File: src/rtl/ice81_mem_pkg.sv
// Shared definitions for the ice81 memory subsystem: arbiter states, requester ids
// and default bus widths.
package ice81_mem_pkg;

    typedef enum logic [1:0] {
        IDLE  = 2'd0,
        ISSUE = 2'd1,
        WAIT  = 2'd2,
        DONE  = 2'd3
    } arb_state_t;

    localparam logic REQ_CPU = 1'b0;
    localparam logic REQ_DMA = 1'b1;

    localparam int DEF_ADDR_W = 15;
    localparam int DEF_DATA_W = 8;

endpackage

File: src/rtl/arb_pick.sv
// Combinational winner select: fixed CPU priority, except that DMA wins a tie
// once the CPU has used up its streak allowance.
module arb_pick
    import ice81_mem_pkg::*;
#(
    parameter int MAX_CPU_STREAK = 4
) (
    input  logic       c_req,
    input  logic       d_req,
    input  logic [3:0] streak,
    output logic       win_id,
    output logic       win_valid
);

    logic streak_full;

    assign streak_full = (streak == 4'(MAX_CPU_STREAK));

    always_comb begin
        win_valid = c_req | d_req;
        win_id    = REQ_CPU;
        if (c_req && !(d_req && streak_full)) begin
            win_id = REQ_CPU;
        end else if (d_req) begin
            win_id = REQ_DMA;
        end
    end

endmodule

File: src/rtl/spram_arbiter.sv
// Two-port (CPU/DMA) arbiter in front of the single-port 32K SPRAM.
// Optional CPU write-protect window is enabled by defining SPRAM_WP_EN.
//
// state | meaning
// IDLE  | sample requests, latch winner's access into ram_* registers
// ISSUE | ram_ce high, SPRAM samples at end of cycle
// WAIT  | ram_dout valid, captured into winner's rdata on reads
// DONE  | one-cycle ack to the winner
module spram_arbiter
    import ice81_mem_pkg::*;
#(
    parameter int ADDR_W         = DEF_ADDR_W,
    parameter int DATA_W         = DEF_DATA_W,
    parameter int MAX_CPU_STREAK = 4
`ifdef SPRAM_WP_EN
    ,
    parameter logic [ADDR_W-1:0] WP_BASE  = '0,
    parameter logic [ADDR_W-1:0] WP_LIMIT = ADDR_W'(15'h03FF)
`endif
) (
    input  logic              clk,
    input  logic              rst_n,
    input  logic              c_req,
    input  logic              c_we,
    input  logic [ADDR_W-1:0] c_addr,
    input  logic [DATA_W-1:0] c_wdata,
    output logic              c_ack,
    output logic [DATA_W-1:0] c_rdata,
    input  logic              d_req,
    input  logic              d_we,
    input  logic [ADDR_W-1:0] d_addr,
    input  logic [DATA_W-1:0] d_wdata,
    output logic              d_ack,
    output logic [DATA_W-1:0] d_rdata,
`ifdef SPRAM_WP_EN
    output logic              wp_hit,
`endif
    output logic              ram_ce,
    output logic              ram_we,
    output logic [ADDR_W-1:0] ram_a,
    output logic [DATA_W-1:0] ram_din,
    input  logic [DATA_W-1:0] ram_dout
);

    arb_state_t state;
    logic [3:0] streak;
    logic       win_id;
    logic       acc_we;
    logic       pick_id;
    logic       pick_valid;
    logic       c_prot;

    arb_pick #(
        .MAX_CPU_STREAK(MAX_CPU_STREAK)
    ) u_pick (
        .c_req    (c_req),
        .d_req    (d_req),
        .streak   (streak),
        .win_id   (pick_id),
        .win_valid(pick_valid)
    );

`ifdef SPRAM_WP_EN
    logic wp_pend;
    // Offset compare keeps the window check correct for any base, including 0.
    assign c_prot = c_we &&
                    ((c_addr - WP_BASE) <= (WP_LIMIT - WP_BASE));
`else
    assign c_prot = 1'b0;
`endif

    always_ff @(posedge clk or negedge rst_n) begin
        if (!rst_n) begin
            state   <= IDLE;
            streak  <= '0;
            win_id  <= REQ_CPU;
            acc_we  <= 1'b0;
            c_ack   <= 1'b0;
            d_ack   <= 1'b0;
            c_rdata <= '0;
            d_rdata <= '0;
            ram_ce  <= 1'b0;
            ram_we  <= 1'b0;
            ram_a   <= '0;
            ram_din <= '0;
`ifdef SPRAM_WP_EN
            wp_pend <= 1'b0;
            wp_hit  <= 1'b0;
`endif
        end else begin
            case (state)
                IDLE: begin
                    if (!d_req || (pick_valid && pick_id == REQ_DMA)) begin
                        streak <= '0;
                    end else if (pick_valid && streak < 4'(MAX_CPU_STREAK)) begin
                        streak <= streak + 4'd1;
                    end
                    if (pick_valid) begin
                        win_id <= pick_id;
                        ram_ce <= 1'b1;
                        state  <= ISSUE;
                        if (pick_id == REQ_CPU) begin
                            ram_a   <= c_addr;
                            ram_din <= c_wdata;
                            acc_we  <= c_we;
                            ram_we  <= c_we && !c_prot;
`ifdef SPRAM_WP_EN
                            wp_pend <= c_prot;
`endif
                        end else begin
                            ram_a   <= d_addr;
                            ram_din <= d_wdata;
                            acc_we  <= d_we;
                            ram_we  <= d_we;
`ifdef SPRAM_WP_EN
                            wp_pend <= 1'b0;
`endif
                        end
                    end
                end
                ISSUE: begin
                    ram_ce <= 1'b0;
                    ram_we <= 1'b0;
                    state  <= WAIT;
                end
                WAIT: begin
                    if (!acc_we) begin
                        if (win_id == REQ_CPU) c_rdata <= ram_dout;
                        else                   d_rdata <= ram_dout;
                    end
                    c_ack <= (win_id == REQ_CPU);
                    d_ack <= (win_id == REQ_DMA);
`ifdef SPRAM_WP_EN
                    wp_hit <= wp_pend;
`endif
                    state <= DONE;
                end
                DONE: begin
                    c_ack <= 1'b0;
                    d_ack <= 1'b0;
`ifdef SPRAM_WP_EN
                    wp_hit <= 1'b0;
`endif
                    state <= IDLE;
                end
                default: state <= IDLE;
            endcase
        end
    end

endmodule

File: config.mk
export PLATFORM = sky130hd
export DESIGN_NAME = spram_arbiter
export DESIGN_NICKNAME = d
export VERILOG_FILES = /design/src/rtl/ice81_mem_pkg.sv /design/src/rtl/arb_pick.sv /design/src/rtl/spram_arbiter.sv
export SDC_FILE = /design/constraint.sdc
export NUM_CORES = 1
export LEC_CHECK = 0
export CORE_ASPECT_RATIO = 1.2
export CORE_UTILIZATION = 40
export CTS_CLUSTER_SIZE = 10
export DETAILED_ROUTE_END_ITERATION = 10
export PLACE_DENSITY = 0.75
export REMOVE_ABC_BUFFERS = 1
export SYNTH_ARGS = -nofsm -noshare
export SYNTH_HDL_FRONTEND = slang
export SYNTH_SLANG_ARGS = --single-unit
File: constraint.sdc
create_clock -name clk -period 2.4 [get_ports clk]
set_input_delay 0.48 -clock clk [delete_from_list [all_inputs] [get_ports clk]]
set_output_delay 0.48 -clock clk [all_outputs]
set_load 0.01 [all_outputs]
Word-level counts from Yosys, hierarchy flattened:

Cells that the tools add are included.

* bits in latches: 0
* memories kept: 0
* bits in registers: 51
* memory bits (read-only): 0
* logic and storage cells: 53
* bits in writable memories: 0
* output and inout bits: 43

* reductions and logical operators: 16
* magnitude comparators: 1
* div/mod/pow operators: 0
* shift-type cells: 0
* bitwise operators: 3
* eq/ne operators: 5
* $add $sub $neg: 1
* mux-type cells: 15
* $mul: 0

Operators with widths (number)
* 15-bit two-way mux: 1
* 4-bit two-way mux: 2
* 8-bit two-way mux: 1
* 1-bit case mux with 2 select lines: 4
* 2-bit case mux with 4 select lines: 1
* 2-bit AND reduction: 3
* 3-bit AND reduction: 2
* 2-bit nonzero test: 3
* 1-bit two-way mux: 5
* 4-bit by 1-bit adder with 4-bit output (second input constant): 1
* 2-bit equality test (second input constant): 2
* 4-bit by 3-bit equality test with 1-bit output (second input constant): 1
* 1-bit logical AND: 4
* 4-bit by 3-bit less-than comparator with 1-bit output (second input constant): 1
* 2-bit by 1-bit equality test with 1-bit output (second input constant): 1
* 1-bit zero test: 2
* 2-bit zero test: 1
* 2-bit two-way mux: 1
* 2-bit != test (second input constant): 1
* 1-bit inverter: 2
* 1-bit logical OR: 1
* 1-bit OR: 1

Depth between registers and ports, before layout:

Gate-level depths: netlist of the first run.

* word-level depth: 9
* mapped depth: 7
* depth with buffers taken out: 5

By module:

From an unflattened synthesis of the first run, not the netlist that was laid out.

* cell total of the unflattened synthesis: 190
* area total of the unflattened synthesis: 2255.9 um^2

By module, submodules not included
* spram_arbiter: seq. area each 1276.2 um^2, area each 2232.1 um^2, cells each 187, instances 1
* arb_pick: seq. area each 0.0 um^2, area each 23.8 um^2, cells each 3, instances 1

Worst setup path before layout of the first run:

Ideal clock, no wire load.

* path kind: reg2reg
* start: reg state[0]
* end: reg c_rdata[0]
* cell stages (with the launch flop): 5
* clock period less this slack: 1566 ps
* arrival time: 1441 ps
* path slack: 834 ps
* path through: dfrtp_1 -> inv_1 -> ha_1 -> nor3b_4 -> mux2_2

* longest elaborated chain between the ends: 2

Ends and longest elaborated chain
* start: declaration: RTL line spram_arbiter.sv:45 `arb_state_t state;`
* start signal: assignment: RTL line spram_arbiter.sv:74 `state <= IDLE;`
* start signal: assignment: RTL line spram_arbiter.sv:101 `state <= ISSUE;`
* start signal: assignment: RTL line spram_arbiter.sv:124 `state <= WAIT;`
* 2-bit equality test: RTL line spram_arbiter.sv:91 `case (state)`
* 3-bit AND reduction (no line)
* end signal: assignment: RTL line spram_arbiter.sv:128 `if (win_id == REQ_CPU) c_rdata <= ram_dout;`
* end: declaration: RTL line spram_arbiter.sv:28 `output logic [DATA_W-1:0] c_rdata,`

No other way between the ends.
A chain may end at the register's enable or synchronous reset.

Worst setup path after layout of the first run:

* start: reg state[0]
* end: reg c_rdata[2]

Same word-level chain as after synthesis.

==> qor.txt, run 1 <==
crit end category -> flip-flop
Clock Tree Buf Depth -> 2
Psw -> 1.475 mW
number of distinct library cells after synthesis -> 29
die area -> 0.006690 mm2
# hold bufs at CTS -> 0
number of flops mapped to enable cells by yosys -> 0
H-tree Lvls -> 2
slowest cell delay on critical path -> 0.48 ns
Primary FF master, synth -> dfrtp_1
Total Wirelength -> 7.001 mm
Vias -> 2348
PD cells -> 1112 mW/mm2
pre-CTS setup slack -> 0.3840 ns
CTS sink count -> 51
CP max stage cell -> nor3b_4
Pins Over Slew Limit -> 0
Die W -> 74.83 um
Power, Total -> 4.206 mW
Final setup violation count -> 0
Area Overhead vs Synth -> 48.60%
combinational power share -> 0.505
Filler cells -> 540
number of buffers added on ports -> 102
IO Count -> 103
Root Buffer -> clkbuf_8
CP Max Fanout -> 8
TritonCTS clock tree -> done
RSZ-0062 raised after global routing -> false
FF+latch area -> 0.001276 mm2
gpl congestion -> 0.8372
grt total ovfl -> 0
Net count, final -> 402
CP required -> 2.59 ns
P_int -> 2.730 mW
multi-input logic area -> 0.001136 mm2
GRT Total Usage -> 0.2179
Design Area, Final -> 0.003784 mm2
drc violations -> 0
dpl hpwl -> 5.311 mm
Synth Area per Inst -> 10.88 um2
latest clock arrival within the worst-skew pair -> 0.30 ns
reported max-cap violation count -> 0
sequential power share -> 0.359
Ys Warns -> 0
top-count cell post-synth -> dfrtp_1
FFs w/ async S/R, synth -> 1.000
Synth Instances -> 234
status -> finished, final reports clean
share of post-route cells with drive strength above 1 -> 0.1310
Setup Buffers After CTS -> 0
initial antenna violation count -> 0
cell area after synthesis -> 0.002546 mm2
worst min path class -> primary input to async pin
antenna cells -> 0
hold_ws -> 0.1856 ns
top cells by count, synth -> dfrtp_1 (51), o2111ai_1 (49), nand2_1 (27)
worst-margin pin slew -> 0.6118 ns
DRT iter0 DRCs -> 124
clk_skew -> 0.003515 ns
Tmin final -> 1.829 ns
CP top delay family -> simple AND/OR/NAND/NOR gates
post-DR wirelength/cell -> 16.75 um
Pleak -> 1.543 nW
first-pass GRT wire length -> 11.05 mm
critical path type -> flip-flop to flip-flop
Die Ht -> 89.40 um
synth top area cells -> dfrtp_1 (50%), o2111ai_1 (17%), mux2_2 (7.5%)
final core area utilization -> 0.6213
Yosys top cell by area -> dfrtp_1
startpoint types -> flip-flop
register area share after synthesis -> 0.5012
final hold violation count -> 0
CP arrival -> 2.02 ns
Final WS setup -> 0.5708 ns
worst ir drop on vdd -> 517.9 uV
clock share of power -> 0.137
number of global-route vias before repair -> 2360
worst path bufs/invs -> 1
placed inst area -> 0.003681 mm2
post-cts resize count -> 0
Tcrit/Tclk final -> 0.7622
Detail Route Antenna Nets -> 0
vias per cell -> 5.617
Net Sw Frac -> 0.3508
largest net degree at the start of global routing -> 29
number of CTS-inserted buffers -> 5
Cell Chain, Critical Path -> inv_1 -> ha_1 -> nor3b_4 -> mux2_2
post-synth top area share -> 0.5012
Initial Util -> 0.4181
Seq cells post-synth -> 51
fmax -> 546.7 MHz
Max transition margin -> 0.5921
Reg clk slew, reported paths -> 0.09 ns
core area -> 0.006090 mm2
Detailed Routing Iterations Pass 1 -> 4
row cnt -> 31
per-stage QoR:
step           TNS, ns  std cells
2_1_floorplan   -1.916        211
3_3_place_gp         0        411
3_5_place_dp         0        411
4_1_cts              0        418
5_1_grt              0        418
6_report             0        418
power by group through the flow:
| stage | Clock, mW | Sequential, mW | Combinational (mW) |
|---|---|---|---|
| 6_report | 0.575 | 1.51 | 2.12 |
| 2_1_floorplan | 0 | 1.66 | 0.841 |
| 3_5_place_dp | 0 | 1.52 | 2.14 |
| 4_1_cts | 0.589 | 1.51 | 2.14 |
| 3_3_place_gp | 0 | 1.51 | 2.08 |
| 5_1_grt | 0.614 | 1.56 | 2.32 |
state kept, by name, summed over array words and instances, names as in the netlist:
name	flops
ram_a	15
acc_we	1
d_rdata	8
state	2
ram_din	8
ram_we	1
streak	4
c_rdata	8
win_id	1
d_ack	1
ram_ce	1
c_ack	1
kinds of logic after synthesis:
| logic type | count (synthesis) | share of synthesized area |
|---|---|---|
| muxes | 19 | 0.08305 |
| AOI/OAI and AO/OA | 61 | 0.2039 |
| DFF | 51 | 0.5012 |
| buffers and inverters | 31 | 0.05356 |
| adders and majority gates | 6 | 0.02948 |
| and+or+nand+nor | 66 | 0.1287 |
final cells by class:
class,instances,share of cell area
flip-flops and latches,51,0.3373
multi-input cells,152,0.3003
inverters,8,0.007937
repair buffers,118,0.3003
well taps,82,0.02712
clock inverters,1,0.007937
clock buffers,6,0.01918
placed cells by master, fill, tap and decap left out:
cell type	n
clkdlybuf4s50_1	101
dfrtp_1	51
o2111ai_1	49
nand2_1	27
nand3_1	26
mux2_2	17
buf_4	16
inv_1	6
ha_1	5
clkbuf_8	5
nor2_1	4
a21oi_1	3
clkinv_1	2
nand3b_1	2
mux2i_1	2
or3b_1	2
a22o_1	2
o21ai_2	1
and3b_1	1
nor3b_4	1
o2bb2ai_1	1
nor2b_1	1
nand2b_1	1
o211ai_1	1
o21ai_0	1
a41oi_1	1
a31oi_1	1
nor4b_1	1
o31ai_2	1
ha_2	1
bufinv_16	1
clkbuf_1	1
buf_2	1
metal layers:
layer,GRT usage,share of wire,vias up
li1,-,-,1108
met1,0.2674,0.43,1122
met2,0.3841,0.49,108
met3,0.04735,0.070,10
met4,0.05832,0.0094,0
met5,0,0,-
path summary, 6_finish.rpt:
kind | startpoint | end | slack (ns) | cells after the start
worst max register to register | state[0]$_DFFE_PN0P_ | c_rdata[2]$_DFFE_PN0P_ | 0.57 | 4
worst min-delay path | rst_n | win_id$_DFFE_PN0P_ | 0.19 | 1
worst min register to register | ram_a[1]$_DFFE_PN0P_ | ram_a[1]$_DFFE_PN0P_ | 0.48 | 2
max in group asynchronous | rst_n | c_rdata[3]$_DFFE_PN0P_ | 1.58 | 2
worst max-delay path | state[0]$_DFFE_PN0P_ | c_rdata[2]$_DFFE_PN0P_ | 0.57 | 4
min in group clk | ram_a[1]$_DFFE_PN0P_ | ram_a[1]$_DFFE_PN0P_ | 0.48 | 2
Note: power is estimated with default switching activity, not from simulation.
==> run 2, diff against run 1 <==
Settings changed: CORE_UTILIZATION 40 to 39, PLACE_DENSITY 0.75 to 0.76.
Clock period 2.4 ns to 1.51 ns, I/O delays scaled along.
==> run 2 against run 1 <==
  * Highest routed layer unchanged
  * Combinational power grew 67%
  * Sequential cell count stayed put
  * Clock-buffer cell count did not move
  * Global-route usage fell by 0.64 points
  * Largest cell class is now non-clock buffers
==> qor.txt, run 2 (same netlist as run 1, synthesis figures left out) <==
largest net degree at the start of global routing -> 52 (+79%)
latest clock arrival within the worst-skew pair -> 0.30 ns (about the same)
Cell Chain, Critical Path -> inv_2 -> ha_4 -> nor3b_4 -> buf_12 -> mux2_4
DRT iter0 DRCs -> 141 (+14%)
drc violations -> 0 (unchanged)
Tcrit/Tclk final -> 0.9687 (+0.2066)
Area Overhead vs Synth -> 59.31%
first-pass GRT wire length -> 11.39 mm (+3.0%)
PD cells -> 1657 mW/mm2 (+49%)
core area -> 0.006167 mm2 (+1.3%)
final hold violation count -> 0 (unchanged)
IO Count -> 103 (unchanged)
multi-input logic area -> 0.001209 mm2 (+6.4%)
RSZ-0062 raised after global routing -> true
worst ir drop on vdd -> 743.0 uV (+43%)
Final WS setup -> 0.04722 ns (-0.5236 ns)
reported max-cap violation count -> 0 (unchanged)
commonest non-fill, non-tap cells in the layout -> clkdlybuf4s50_1 (58), dfrtp_1 (50), o2111ai_1 (46)
startpoint types -> flip-flop
number of global-route vias before repair -> 2408 (+2.0%)
CP top delay family -> flip-flops
antenna cells -> 0 (unchanged)
TritonCTS clock tree -> done
CTS sink count -> 51 (unchanged)
sequential power share -> 0.356 (-0.003)
FF-to-FF setup slack -> 0.05 ns (-0.52 ns)
Net count, final -> 422 (+5.0%)
Reg clk slew, reported paths -> 0.09 ns (about the same)
Finished Layout Cells -> 439 (+5.0%)
CP required -> 1.70 ns (-0.89 ns)
Detailed Routing Iterations Pass 1 -> 4 (unchanged)
Post-Route Setup TNS -> 0 ns (unchanged)
CP Max Fanout -> 8 (unchanged)
grt total ovfl -> 0 (unchanged)
die area -> 0.006857 mm2 (+2.5%)
CP arrival -> 1.66 ns (-0.36 ns)
critical path type -> flip-flop to flip-flop
CP max stage cell -> dfrtp_1
slowest cell delay on critical path -> 0.40 ns (-0.08 ns)
clock share of power -> 0.118 (-0.019)
gpl congestion -> 0.8102 (-3.2%)
Pleak -> 1.905 nW (+23%)
Final setup violation count -> 0 (unchanged)
Psw -> 2.488 mW (+69%)
clk_skew -> 0.005711 ns (+0.002195 ns)
pre-CTS setup slack -> -0.2063 ns (-0.5903 ns)
Most flops, register -> ram_a
dpl hpwl -> 5.165 mm (-2.8%)
Clock Tree Buf Depth -> 2 (unchanged)
worst min path class -> flip-flop to flip-flop
Initial Util -> 0.4129 (-0.005259)
combinational power share -> 0.527 (+0.022)
Total Wirelength -> 7.296 mm (+4.2%)
P_int -> 4.232 mW (+55%)
Net Sw Frac -> 0.3702 (+0.01947)
post-DR wirelength/cell -> 16.62 um (-0.77%)
initial antenna violation count -> 0 (unchanged)
Detail Route Antenna Nets -> 0 (unchanged)
worst-margin pin slew -> 0.3555 ns (-0.2563 ns)
row cnt -> 31 (unchanged)
crit end category -> flip-flop
Design Area, Final -> 0.004056 mm2 (+7.2%)
Max transition margin -> 0.7596 (+0.1675)
H-tree Lvls -> 2 (unchanged)
fmax -> 683.6 MHz (+25%)
FF+latch area -> 0.001277 mm2 (about the same)
Tmin final -> 1.463 ns (-0.3664 ns)
most common cell after layout, fill and taps aside -> clkdlybuf4s50_1
status -> finished, final reports clean
worst path bufs/invs -> 2 (+1)
Vias -> 2465 (+5.0%)
final core area utilization -> 0.6577 (+0.03641)
placed inst area -> 0.003829 mm2 (+4.0%)
Die Ht -> 90.51 um (+1.2%)
share of post-route cells with drive strength above 1 -> 0.2017 (+0.07073)
number of flip-flops in the largest register -> 15 (unchanged)
Pins Over Slew Limit -> 0 (unchanged)
Root Buffer -> clkbuf_8
GRT Total Usage -> 0.2116 (-0.006362)
Cells after DPL -> 424 (+3.2%)
Filler cells -> 475 (-12%)
number of buffers added on ports -> 102 (unchanged)
vias per cell -> 5.615 (about the same)
number of CTS-inserted buffers -> 5 (unchanged)
Die W -> 75.76 um (+1.2%)
[run 2: final cells by class]
| cell class | instances | share of cell area |
|---|---|---|
| Clock inverter | 2 | 0.003085 |
| Clock buffer | 6 | 0.01789 |
| Inverter | 8 | 0.007403 |
| Sequential cell | 51 | 0.3149 |
| Multi-Input combinational cell | 152 | 0.2980 |
| Tap cell | 82 | 0.02529 |
| Timing Repair Buffer | 138 | 0.3334 |
[run 2: final timing paths]
kind	from	to	cells after the start
max in group asynchronous	rst_n	state[1]$_DFFE_PN0P_	3
min reg2reg	ram_a[2]$_DFFE_PN0P_	ram_a[2]$_DFFE_PN0P_	2
max reg2reg	state[0]$_DFFE_PN0P_	c_rdata[6]$_DFFE_PN0P_	5
min in group asynchronous	rst_n	d_ack$_DFFE_PN0P_	3
max	state[0]$_DFFE_PN0P_	c_rdata[6]$_DFFE_PN0P_	5
min	ram_a[2]$_DFFE_PN0P_	ram_a[2]$_DFFE_PN0P_	2
[run 2: through the flow]
step           hold WS, ns  power [mW]
6_report            0.4801       6.720
3_3_place_gp        0.3162       5.875
3_5_place_dp        0.3206       5.962
2_1_floorplan     0.006409       3.977
4_1_cts             0.4923       6.597
5_1_grt             0.5116       7.222
[run 2: layer usage]
layer,GRT usage,vias up,routed length [um]
li1,-,1154,-
met3,0.03906,12,513
met5,0,-,0
met2,0.3555,116,3588
met1,0.2696,1183,3082
met4,0.06173,0,112
[run 2: worst min-delay path: stages (launching register included)]
cell	delay (ns)
dfrtp_1	0.35
nand2_1	0.05
nand3_1	0.05
[run 2: timing repair]
action                                  4_1_cts  5_1_grt
pin swaps                                     0        1
gates cloned                                  0        0
endpoints found under the setup margin       37       45
hold buffers                                  1        0
endpoints found under the hold margin        47        0
resized for setup                            31       31
buffers inserted                              1        5
[run 2: power groups by stage]
stage	Sequential [mW]	Combinational (mW)	Clock [mW]
2_1_floorplan	2.64	1.34	0
3_3_place_gp	2.40	3.48	0
3_5_place_dp	2.41	3.55	0
4_1_cts	2.38	3.41	0.804
5_1_grt	2.48	3.88	0.861
6_report	2.39	3.54	0.790
==> run 3, diff against run 2 <==
Settings changed: CAP_MARGIN set to 20.
==> results of run 3 <==
No change in the layout: final DEF, timing and power equal those of run 2.
